<file path="src/rtl/ap_ctrl_txn_driver.sv">
// ap_ctrl_hs initiator: issues a programmed number of kernel starts separated by an idle
// gap, and measures start-to-done latency through a small in-order timestamp FIFO.
module ap_ctrl_txn_driver #(
  parameter int CNT_W       = 32,
  parameter int TXN_W       = 16,
  parameter int OUTST_DEPTH = 4
) (
  input  logic             ap_clk,
  input  logic             ap_rst_n,
  input  logic             cfg_start,
  input  logic [TXN_W-1:0] cfg_num_txn,
  input  logic [7:0]       cfg_gap,
  output logic             ap_start,
  input  logic             ap_ready,
  input  logic             ap_done,
  output logic             ap_continue,
  output logic             busy,
  output logic             finish,
  output logic [TXN_W-1:0] txn_issued,
  output logic [TXN_W-1:0] txn_done,
  output logic [CNT_W-1:0] last_latency,
  output logic [CNT_W-1:0] max_latency,
  output logic [CNT_W-1:0] total_cycles,
  output logic             proto_err
);
  localparam int PTR_W = (OUTST_DEPTH > 1) ? $clog2(OUTST_DEPTH) : 1;
  localparam logic [PTR_W:0] DEPTH_C = (PTR_W+1)'(OUTST_DEPTH);

  typedef enum logic [2:0] {
    st_idle,
    st_issue,
    st_gap,
    st_drain,
    st_fin
  } state_t;

  state_t           state_reg, state_next;
  logic [TXN_W-1:0] num_reg, num_next;
  logic [7:0]       gap_reg, gap_next;
  logic [7:0]       gap_cnt_reg, gap_cnt_next;
  logic [CNT_W-1:0] cycle_reg, cycle_next;
  logic [TXN_W-1:0] txn_issued_reg, txn_issued_next;
  logic [TXN_W-1:0] txn_done_reg, txn_done_next;
  logic [CNT_W-1:0] last_lat_reg, last_lat_next;
  logic [CNT_W-1:0] max_lat_reg, max_lat_next;
  logic [CNT_W-1:0] total_reg, total_next;
  logic             perr_reg, perr_next;
  logic [PTR_W-1:0] wr_ptr_reg, wr_ptr_next;
  logic [PTR_W-1:0] rd_ptr_reg, rd_ptr_next;
  logic [PTR_W:0]   occ_reg, occ_next;

  logic [CNT_W-1:0] ts_mem [OUTST_DEPTH];

  logic             fifo_full, fifo_empty;
  logic             handshake, done_evt, bypass, push, pop, complete, spurious;
  logic [CNT_W-1:0] latency;

  assign busy        = (state_reg != st_idle);
  assign ap_continue = busy;
  assign finish      = (state_reg == st_fin);
  assign fifo_full   = (occ_reg == DEPTH_C);
  assign fifo_empty  = (occ_reg == '0);
  assign ap_start    = (state_reg == st_issue) && !fifo_full;

  // A done that coincides with a start into an empty FIFO completes that start directly.
  assign handshake = ap_start && ap_ready;
  assign done_evt  = busy && ap_done;
  assign bypass    = handshake && done_evt && fifo_empty;
  assign push      = handshake && !bypass;
  assign pop       = done_evt && !fifo_empty;
  assign complete  = pop || bypass;
  assign spurious  = done_evt && fifo_empty && !handshake;
  assign latency   = bypass ? '0 : (cycle_reg - ts_mem[rd_ptr_reg]);

  assign txn_issued   = txn_issued_reg;
  assign txn_done     = txn_done_reg;
  assign last_latency = last_lat_reg;
  assign max_latency  = max_lat_reg;
  assign total_cycles = total_reg;
  assign proto_err    = perr_reg;

  always_comb begin
    state_next      = state_reg;
    num_next        = num_reg;
    gap_next        = gap_reg;
    gap_cnt_next    = gap_cnt_reg;
    cycle_next      = cycle_reg;
    txn_issued_next = txn_issued_reg;
    txn_done_next   = txn_done_reg;
    last_lat_next   = last_lat_reg;
    max_lat_next    = max_lat_reg;
    total_next      = total_reg;
    perr_next       = perr_reg;
    wr_ptr_next     = wr_ptr_reg;
    rd_ptr_next     = rd_ptr_reg;
    occ_next        = occ_reg;

    case (state_reg)
      st_idle: begin
        if (cfg_start) begin
          num_next        = cfg_num_txn;
          gap_next        = cfg_gap;
          cycle_next      = '0;
          txn_issued_next = '0;
          txn_done_next   = '0;
          last_lat_next   = '0;
          max_lat_next    = '0;
          total_next      = '0;
          perr_next       = 1'b0;
          if (cfg_num_txn == '0) begin
            state_next = st_fin;
          end else if (cfg_gap == 8'd0) begin
            state_next = st_issue;
          end else begin
            state_next   = st_gap;
            gap_cnt_next = cfg_gap;
          end
        end
      end
      st_issue: begin
        if (handshake) begin
          txn_issued_next = txn_issued_reg + 1'b1;
          if (txn_issued_reg + 1'b1 == num_reg) begin
            state_next = st_drain;
          end else if (gap_reg != 8'd0) begin
            state_next   = st_gap;
            gap_cnt_next = gap_reg;
          end
        end
      end
      st_gap: begin
        if (gap_cnt_reg == 8'd1) state_next = st_issue;
        else gap_cnt_next = gap_cnt_reg - 8'd1;
      end
      st_drain: begin
        if (txn_done_reg == num_reg) state_next = st_fin;
      end
      st_fin: begin
        state_next = st_idle;
        total_next = cycle_reg;
      end
      default: state_next = st_idle;
    endcase

    if (busy) cycle_next = cycle_reg + 1'b1;

    if (push) wr_ptr_next = wr_ptr_reg + 1'b1;
    if (pop)  rd_ptr_next = rd_ptr_reg + 1'b1;
    case ({push, pop})
      2'b10:   occ_next = occ_reg + 1'b1;
      2'b01:   occ_next = occ_reg - 1'b1;
      default: occ_next = occ_reg;
    endcase

    if (complete) begin
      last_lat_next = latency;
      if (latency > max_lat_reg) max_lat_next = latency;
      txn_done_next = txn_done_reg + 1'b1;
    end
    if (spurious) perr_next = 1'b1;
  end

  always_ff @(posedge ap_clk) begin
    if (!ap_rst_n) begin
      state_reg      <= st_idle;
      num_reg        <= '0;
      gap_reg        <= '0;
      gap_cnt_reg    <= '0;
      cycle_reg      <= '0;
      txn_issued_reg <= '0;
      txn_done_reg   <= '0;
      last_lat_reg   <= '0;
      max_lat_reg    <= '0;
      total_reg      <= '0;
      perr_reg       <= 1'b0;
      wr_ptr_reg     <= '0;
      rd_ptr_reg     <= '0;
      occ_reg        <= '0;
    end else begin
      state_reg      <= state_next;
      num_reg        <= num_next;
      gap_reg        <= gap_next;
      gap_cnt_reg    <= gap_cnt_next;
      cycle_reg      <= cycle_next;
      txn_issued_reg <= txn_issued_next;
      txn_done_reg   <= txn_done_next;
      last_lat_reg   <= last_lat_next;
      max_lat_reg    <= max_lat_next;
      total_reg      <= total_next;
      perr_reg       <= perr_next;
      wr_ptr_reg     <= wr_ptr_next;
      rd_ptr_reg     <= rd_ptr_next;
      occ_reg        <= occ_next;
    end
  end

  // Timestamp storage needs no reset: entries are only read after being written.
  always_ff @(posedge ap_clk) begin
    if (push) ts_mem[wr_ptr_reg] <= cycle_reg;
  end

endmodule

</file>
<file path="config.mk">
export PLATFORM = sky130hd
export DESIGN_NAME = ap_ctrl_txn_driver
export DESIGN_NICKNAME = d
export VERILOG_FILES = /design/src/rtl/ap_ctrl_txn_driver.sv
export SDC_FILE = /design/constraint.sdc
export NUM_CORES = 1
export LEC_CHECK = 0
export BUFFER_PORTS_ARGS = -buffer_cell sky130_fd_sc_hd__buf_2
export CAP_MARGIN = 20
export CORE_ASPECT_RATIO = 1.75
export CORE_MARGIN = 8
export CORE_UTILIZATION = 60
export DETAILED_ROUTE_END_ITERATION = 16
export PLACE_DENSITY_LB_ADDON = 0.08
export SLEW_MARGIN = 20
export SYNTH_ARGS = -nofsm -noshare
export SYNTH_HDL_FRONTEND = slang
export SYNTH_SLANG_ARGS = --single-unit
</file>
<file path="constraint.sdc">
create_clock -name ap_clk -period 8.5 [get_ports ap_clk]
set_input_delay 1.275 -clock ap_clk [delete_from_list [all_inputs] [get_ports ap_clk]]
set_output_delay 1.275 -clock ap_clk [all_outputs]
set_load 0.03 [all_outputs]
</file>
==> results of run 1 <==
## routing by layer
metal | vias up | global-route usage
li1 | 6466 | -
met1 | 6577 | 0.2970
met2 | 432 | 0.5006
met3 | 113 | 0.03799
met4 | 0 | 0.1412
met5 | - | 0
## layout by cell type (no fill, tap or decap), types with 23 or more instances in the layout
cell	n
nor2b_1	43
xor2_1	41
inv_1	97
nand4_1	27
nand3_1	93
a21boi_0	75
mux2i_1	27
a22oi_1	23
nand2_1	210
and3_1	26
xnor2_1	41
o21ai_0	68
clkbuf_16	31
a21oi_1	58
nor3_1	25
mux4_2	32
dfxtp_1	204
or3_1	39
and2_1	63
buf_2	160
ha_1	73
nor2_1	76
edfxtp_1	128
## cell families (layout without fill, tap and decap cells)
family,Yosys count,count (layout),synth area share
AOI/OAI and AO/OA,351,351,0.1406
xor gates and xnor gates,82,82,0.04214
adders and majority gates,75,75,0.05595
buffers and inverters,189,329,0.04376
DFF,333,333,0.4664
muxes,59,59,0.05815
and+or+nand+nor,656,656,0.1930
## worst min-delay path by stage
stage                                 from          endpoint  slack [ps]  cells after the start
after floorplan                 gap_reg[1]        gap_reg[1]         460                      2
after global placement    total_cycles[25]  total_cycles[25]         460                      2
after detailed placement  total_cycles[21]  total_cycles[21]         470                      2
after CTS                 total_cycles[21]  total_cycles[21]         480                      2
after global routing      total_cycles[23]  total_cycles[23]         500                      2
final                      total_cycles[2]   total_cycles[2]         470                      2
## stage by stage
| step | utilization | setup slack (ps) |
|---|---|---|
| global route | 0.6841 | 687.4 |
| floorplan | - | 2238 |
| finish | 0.6841 | 1207 |
| detailed placement | 0.6452 | 1246 |
| global placement | 0.6452 | 1466 |
| CTS | 0.6841 | 1191 |
## layout make-up
class                      count  area [µm²]  area share
tap                          373       466.7     0.02439
clock buffer                  44       875.8     0.04577
multi-input combinational   1223        8366      0.4372
inverter                      98       367.9     0.01922
timing repair buffer         173       898.4     0.04695
sequential                   333        7949      0.4154
clock inverter                14       211.5     0.01105
## Yosys cell counts, drive strengths merged (20+ instances only)
cell type	instances
nor2b	43
ha	73
buf	20
inv	98
xnor2	41
edfxtp	128
nor3	25
nand2	212
mux4	32
o21ai	69
xor2	41
and2	67
mux2i	27
or3	39
nand3	93
a21boi	93
and3	27
dfxtp	205
nand4	27
a22oi	23
nor2	78
clkbuf	71
a21oi	58
## worst min-delay path, stage by stage (launching register included)
cell and delay, ps:
dfxtp_1 310, nand3_1 50, a21boi_0 60
## report_power, final
| part | switching, mW | total, mW | internal, mW | leakage, nW |
|---|---|---|---|---|
| Sequential | 0.0831 | 1.80 | 1.72 | 2.84 |
| Clock | 0.619 | 1.49 | 0.872 | 0.534 |
| Combinational | 0.571 | 0.862 | 0.291 | 4.17 |
==> reports/qor.log, run 1 <==
INFO  cts            tritoncts=yes
INFO  finish         post_layout_nonfiller_instances=2258
INFO  worst_setup_path critical_path.most_common_cell=nor2_1
INFO  finish         register_bank_with_the_most_flops=ts_mem
INFO  synth          synth_top_cell_by_area=dfxtp_1
INFO  routing        drt_iter0_markers=892
INFO  placed_design  routabilityCongestion=0.9218
INFO  synth          netlist-cell-type-count=76
INFO  timing         grt_setup_unrepaired=no
INFO  global_route   grt_first_pass_wirelength=73.44mm
INFO  worst_setup_path cp-end-kind=flip-flop
INFO  routing        residual_antenna_violating_net_count_after_detailed_routing=0
INFO  finish         largest_register_ff_count=128
INFO  synth          area_fraction_of_the_dominant_cell_type_after_synthesis=0.2408
INFO  routing        route.met3.wl=2.558mm
INFO  placed_design  portBuffers=161
INFO  routing        vias=13588
INFO  power_and_ir_drop cellPowerDensity=217.2nW/µm²
INFO  synth          mappedNetlistNets=1849
INFO  cts            clock_latency=580ps
INFO  timing         relative_slew_margins=0.3403
INFO  worst_setup_path worst_ep_arrival_time=7820ps
INFO  finish         syn2layout_area_growth=12.28%
INFO  finish         filler_cell_count=2260
INFO  placed_design  place.detailed.hpwl=33.66mm
INFO  routing        route.met2.wl=24.58mm
INFO  cts            cts_hold_repair.buffers=0
INFO  die            initial_core_util=0.6092
INFO  routing        detail_route.vias_per_cell=6.018
INFO  finish         layout.nets=1964
INFO  cts            h-tree-depth=1
INFO  worst_setup_path timing.critical_path.fanout_max=50
INFO  cts            clock_path_buffers=3
INFO  synth          netlist_area_before_placement=17040µm²
INFO  global_route   number_of_antenna_violations_at_the_first_check_in_global_routing=0
INFO  cts            post_cts_resized=0
INFO  synth          ys_seq_area_frac=0.4664
INFO  min_path       min-delay-path-class=flip-flop to flip-flop
INFO  cts            clkTransAtPathRegs=60ps
INFO  die            design.core.area=27970µm²
INFO  timing         clock_skew_after_layout=12.88ps
INFO  timing         min_period_over_period=0.8580
INFO  placed_design  total_placed_instance_area=18050µm²
INFO  synth          dominantRegCellSynth=dfxtp_1
INFO  worst_setup_path critPathMaxStageDelay=750ps
INFO  job            maxCapViolations=0
INFO  global_route   grt_usage=0.2730
INFO  timing         fin_tns_setup=0ps
INFO  routing        detail_route.drc_violations=0
INFO  worst_setup_path crit_type=flip-flop to flip-flop
INFO  placed_design  placed_cells_incl_taps=2200
INFO  timing         setup_viol_count_final=0
INFO  cts            cts.sinks=333
INFO  cts            cts_post_setup_buffers_inserted=0
INFO  die            die-width=143.4µm
INFO  worst_setup_path crit-reg2reg-capture=max_latency[10]
INFO  cts            cts_made_buffers=31
INFO  worst_setup_path worstSetupStartpointType=flip-flop
INFO  timing         timing_hold_violations_final=0
INFO  synth          synthesis.area_per_instance=9.766µm²
INFO  worst_setup_path r2r_cells=23
INFO  timing         finalWorstPathRequiredPeriod=7293ps
INFO  cts            cts_root_buffer=clkbuf_16
INFO  global_route   largest_net_degree_at_the_start_of_global_routing=115
INFO  die            rows=81
INFO  worst_setup_path worst_path_cell_chain=buf_4, mux4_2, inv_1, ha_1, o211ai_1, nor2_1, a221oi_1, a31oi_1, o2bb2ai_1, o21ai_0, xnor2_1, nor2_1, ha_1, nand4_1, or4b_1, nor2_1, o2111a_1, a311oi_1, o221a_2, a211oi_4, buf_4, mux2i_1, and2_1
INFO  worst_setup_path critical_path_required=9020ps
INFO  timing         worst-slew-pin-transition=989.5ps
INFO  outcome        outcome=finished clean
INFO  timing         fmax=137.1MHz
INFO  synth          post_synthesis_sequential_element_count=333
INFO  worst_setup_path cp_num_buf_inv=3
INFO  routing        wl_per_cell=20.58µm
INFO  die            top_level_ports=162
INFO  worst_setup_path cp-endpoint=max_latency[10]
INFO  routing        drt_first_pass_iters=7
INFO  routing        wire_length_after_detailed_routing=46.47mm
INFO  finish         diodes=0
INFO  synth          number_of_cells_produced_by_synthesis=1745
INFO  power_and_ir_drop power_total=4.156mW
INFO  power_and_ir_drop p_leak=7.545nW
INFO  worst_setup_path r2r_setup_slack=1210ps
INFO  synth          synthArstFlopShare=0
INFO  power_and_ir_drop ir_worst_vdd=0.0002207V
INFO  die            die_height=238.9µm
INFO  worst_setup_path path_delay_family=compound AO/OA/AOI/OAI gates
INFO  timing         max_slew_violations=0
INFO  routing        highest-signal-layer=met4
INFO  global_route   first_global_vias=13658
INFO  synth          synth_top_cells_by_area=dfxtp_1 24%, edfxtp_1 23%, ha_1 5.4%
INFO  finish         stdcell_area=19130µm²
INFO  routing        route.layer.met1.wl=16.96mm
INFO  global_route   global_route_overflow=0
INFO  timing         hold_ws=473.6ps
INFO  die            die_area=34260µm²
INFO  synth          number_of_warning_messages_in_the_yosys_log=0
INFO  finish         fraction_of_layout_cells_with_a_size_suffix_above_1=0.1491
INFO  worst_setup_path crit_path_top_delay_cell=dfxtp_2
INFO  worst_setup_path timing.critical_path.depth=23
INFO  synth          post_synth_edffs=128
Note: power is estimated with default switching activity, not from simulation.
==> run 2, diff against run 1 <==
--- a/config.mk
+++ b/config.mk
@@ -12,7 +12,8 @@
 export CORE_UTILIZATION = 60
 export DETAILED_ROUTE_END_ITERATION = 16
 export PLACE_DENSITY_LB_ADDON = 0.08
-export SLEW_MARGIN = 20
+export REMOVE_ABC_BUFFERS = 1
+export SLEW_MARGIN = 25
 export SYNTH_ARGS = -nofsm -noshare
 export SYNTH_HDL_FRONTEND = slang
 export SYNTH_SLANG_ARGS = --single-unit
==> reports/qor.log, run 2 (same netlist as run 1, synthesis figures left out) <==
INFO  die            die-width=143.4µm [unchanged]
INFO  routing        wl_per_cell=19.49µm [-5.3%]
INFO  timing         setup_viol_count_final=0 [unchanged]
INFO  worst_setup_path critPathMaxStageDelay=770ps [+20 ps]
INFO  finish         syn2layout_area_growth=12.01%
INFO  timing         final_critical_path_setup_slack=1556ps [+349.2 ps]
INFO  timing         min_period_over_period=0.8169 [-0.04108]
INFO  worst_setup_path cp-end-kind=flip-flop
INFO  cts            clock_path_buffers=3 [unchanged]
INFO  placed_design  pre_cts_slack=1626ps [+380.0 ps]
INFO  finish         largest_register_ff_count=128 [unchanged]
INFO  finish         fraction_of_layout_cells_with_a_size_suffix_above_1=0.1529 [+0.003876]
INFO  worst_setup_path r2r_cells=23 [unchanged]
INFO  worst_setup_path crit_type=flip-flop to flip-flop
INFO  placed_design  place.detailed.hpwl=31.45mm [-6.6%]
INFO  routing        detail_route.vias_per_cell=5.983 [-0.57%]
INFO  timing         max_slew_violations=0 [unchanged]
INFO  die            design.core.area=27970µm² [unchanged]
INFO  min_path       min-delay-path-class=flip-flop to flip-flop
INFO  power_and_ir_drop power.switching_fraction=0.3107 [+0.004233]
INFO  finish         register_bank_with_the_most_flops=ts_mem
INFO  timing         fin_tns_setup=0ps [unchanged]
INFO  finish         layout.nets=1964 [unchanged]
INFO  worst_setup_path crit-reg2reg-capture=max_latency[11]
INFO  power_and_ir_drop clock_power_share=0.348 [-0.011]
INFO  power_and_ir_drop p_leak=7.506nW [-0.52%]
INFO  worst_setup_path crit_path_top_delay_cell=dfxtp_2
INFO  power_and_ir_drop ir_worst_vdd=0.0001761V [-20%]
INFO  placed_design  routabilityCongestion=0.9440 [+2.4%]
INFO  global_route   number_of_antenna_violations_at_the_first_check_in_global_routing=0 [unchanged]
INFO  timing         finalWorstPathRequiredPeriod=6944ps [-349.2 ps]
INFO  timing         timing_hold_violations_final=0 [unchanged]
INFO  die            die_height=238.9µm [unchanged]
INFO  die            top_level_ports=162 [unchanged]
INFO  power_and_ir_drop net-switching-power=1.260mW [-1.1%]
INFO  cts            cts_hold_repair.buffers=0 [unchanged]
INFO  timing         relative_slew_margins=0.4134 [+0.07305]
INFO  global_route   grt_usage=0.2528 [-0.02013]
INFO  global_route   global_route_overflow=0 [unchanged]
INFO  cts            cts.sinks=333 [unchanged]
INFO  timing         worst-slew-pin-transition=879.9ps [-109.6 ps]
INFO  timing         fmax=144.0MHz [+5.0%]
INFO  placed_design  portBuffers=161 [unchanged]
INFO  routing        detail_route.drc_violations=0 [unchanged]
INFO  job            maxCapViolations=0 [unchanged]
INFO  worst_setup_path critical_path_required=9010ps [about the same]
INFO  timing         clock_skew_after_layout=10.94ps [-1.947 ps]
INFO  finish         most-common-layout-cells=210 x nand2_1, 203 x dfxtp_1, 160 x buf_2
INFO  min_path       endpoint_with_the_worst_hold_slack=total_cycles[31]
INFO  routing        wire_length_after_detailed_routing=43.97mm [-5.4%]
INFO  routing        drt_iter0_markers=705 [-21%]
INFO  power_and_ir_drop intPower=2.795mW [-3.0%]
INFO  outcome        outcome=finished clean
INFO  die            initial_core_util=0.6092 [unchanged]
INFO  power_and_ir_drop cellPowerDensity=212.4nW/µm² [-2.2%]
INFO  timing         grt_setup_unrepaired=no
INFO  cts            h-tree-depth=1 [unchanged]
INFO  routing        drt_first_pass_iters=5 [-2]
INFO  global_route   grt_first_pass_wirelength=69.18mm [-5.8%]
INFO  min_path       hold_path_depth=2 [unchanged]
INFO  worst_setup_path timing.critical_path.fanout_max=31 [-38%]
INFO  worst_setup_path r2r_setup_slack=1560ps [+350 ps]
INFO  power_and_ir_drop power_total=4.055mW [-2.4%]
INFO  worst_setup_path worstSetupStartpointType=flip-flop
INFO  routing        residual_antenna_violating_net_count_after_detailed_routing=0 [unchanged]
INFO  cts            cts_post_setup_buffers_inserted=0 [unchanged]
INFO  power_and_ir_drop seq_power_share=0.445 [+0.011]
INFO  die            rows=81 [unchanged]
INFO  cts            cts_made_buffers=30 [-3.2%]
INFO  worst_setup_path critical_path.most_common_cell=a21oi_1
INFO  routing        vias=13498 [-0.66%]
INFO  worst_setup_path worst_path_cell_chain=mux4_2, inv_1, ha_1, a21oi_1, a21oi_1, o31a_1, o21ai_0, o211a_1, o221ai_1, a21oi_1, xor2_1, nor2_1, ha_1, nand4_1, or4b_1, nor2_1, o2111a_1, a311oi_1, o221a_2, a211oi_4, buf_4, mux2i_1, and2_1
INFO  finish         diodes=0 [unchanged]
INFO  global_route   largest_net_degree_at_the_start_of_global_routing=78 [-32%]
INFO  cts            cts_root_buffer=clkbuf_16
INFO  cts            clkTransAtPathRegs=70ps [about the same]
INFO  worst_setup_path worst_ep_arrival_time=7450ps [-370 ps]
INFO  die            die_area=34260µm² [unchanged]
INFO  finish         layout.cells.most_common=nand2_1
INFO  global_route   first_global_vias=13138 [-3.8%]
INFO  finish         final_design_utilization=0.6824 [-0.001655]
INFO  cts            post_cts_resized=0 [unchanged]
INFO  cts            clock_latency=570ps [about the same]
INFO  min_path       timing.hold.worst.start=total_cycles[31]
INFO  power_and_ir_drop p_comb_frac=0.207 [about the same]
INFO  cts            tritoncts=yes
## run 2: cell types whose count changed in the layout (fill, tap and decap cells not counted), moves of 2 or more
cell / change
clkinv_4: +2
clkbuf_8: -2
clkbuf_1: -6
bufinv_16: -2
clkinvlp_4: +4
## run 2: cell type report
class / instances / area (µm²)
sequential: 333 / 7950
tap: 373 / 466.7
clock buffer: 35 / 820.8
multi-input combinational: 1223 / 8371
inverter: 98 / 367.9
fill: 2219 / 8884
timing repair buffer: 174 / 905.9
clock inverter: 20 / 206.4
## run 2: worst max-delay path by stage
stage,from,end,slack (ps),depth (start not counted)
after floorplan,flip-flop,max_latency[24],1060,22
after global placement,flip-flop,max_latency[0],1840,23
after detailed placement,flip-flop,max_latency[14],1630,23
after CTS,flip-flop,max_latency[11],1570,23
after global routing,flip-flop,max_latency[11],1050,23
final,flip-flop,max_latency[11],1560,23
## run 2: worst max-delay path: cells and delay by family, from the launching register on
kind / cells / cell delay [ps]
buffers and inverters: 2 / 430
multiplexers: 2 / 810
adder cells (fa/ha/maj): 2 / 620
AO/OA/AOI/OAI: 11 / 2720
AND/OR/NAND/NOR: 5 / 1210
XOR/XNOR: 1 / 300
flip-flops: 1 / 770
## run 2: power by group through the flow
stage	logic [mW]	clock network, mW	registers (mW)
3_5_place_dp	0.828	0	1.84
3_3_place_gp	0.815	0	1.84
6_report	0.839	1.41	1.80
4_1_cts	0.836	1.43	1.80
5_1_grt	0.927	1.48	1.81
2_1_floorplan	0.562	0	1.83
## run 2: stage by stage
step	hold slack, ps	instances	instance area (µm²)
6_report	472.7	2256	19090
4_1_cts	475.9	2256	19080
3_3_place_gp	458.2	2201	18060
5_1_grt	493.2	2256	19090
2_1_floorplan	456.3	1654	16660
3_5_place_dp	466.8	2201	18060
## run 2: routing by layer
metal,global-route usage,part of all wire
met5,0,0
met3,0.03179,0.050
met4,0.1226,0.046
met2,0.4583,0.51
met1,0.2854,0.39
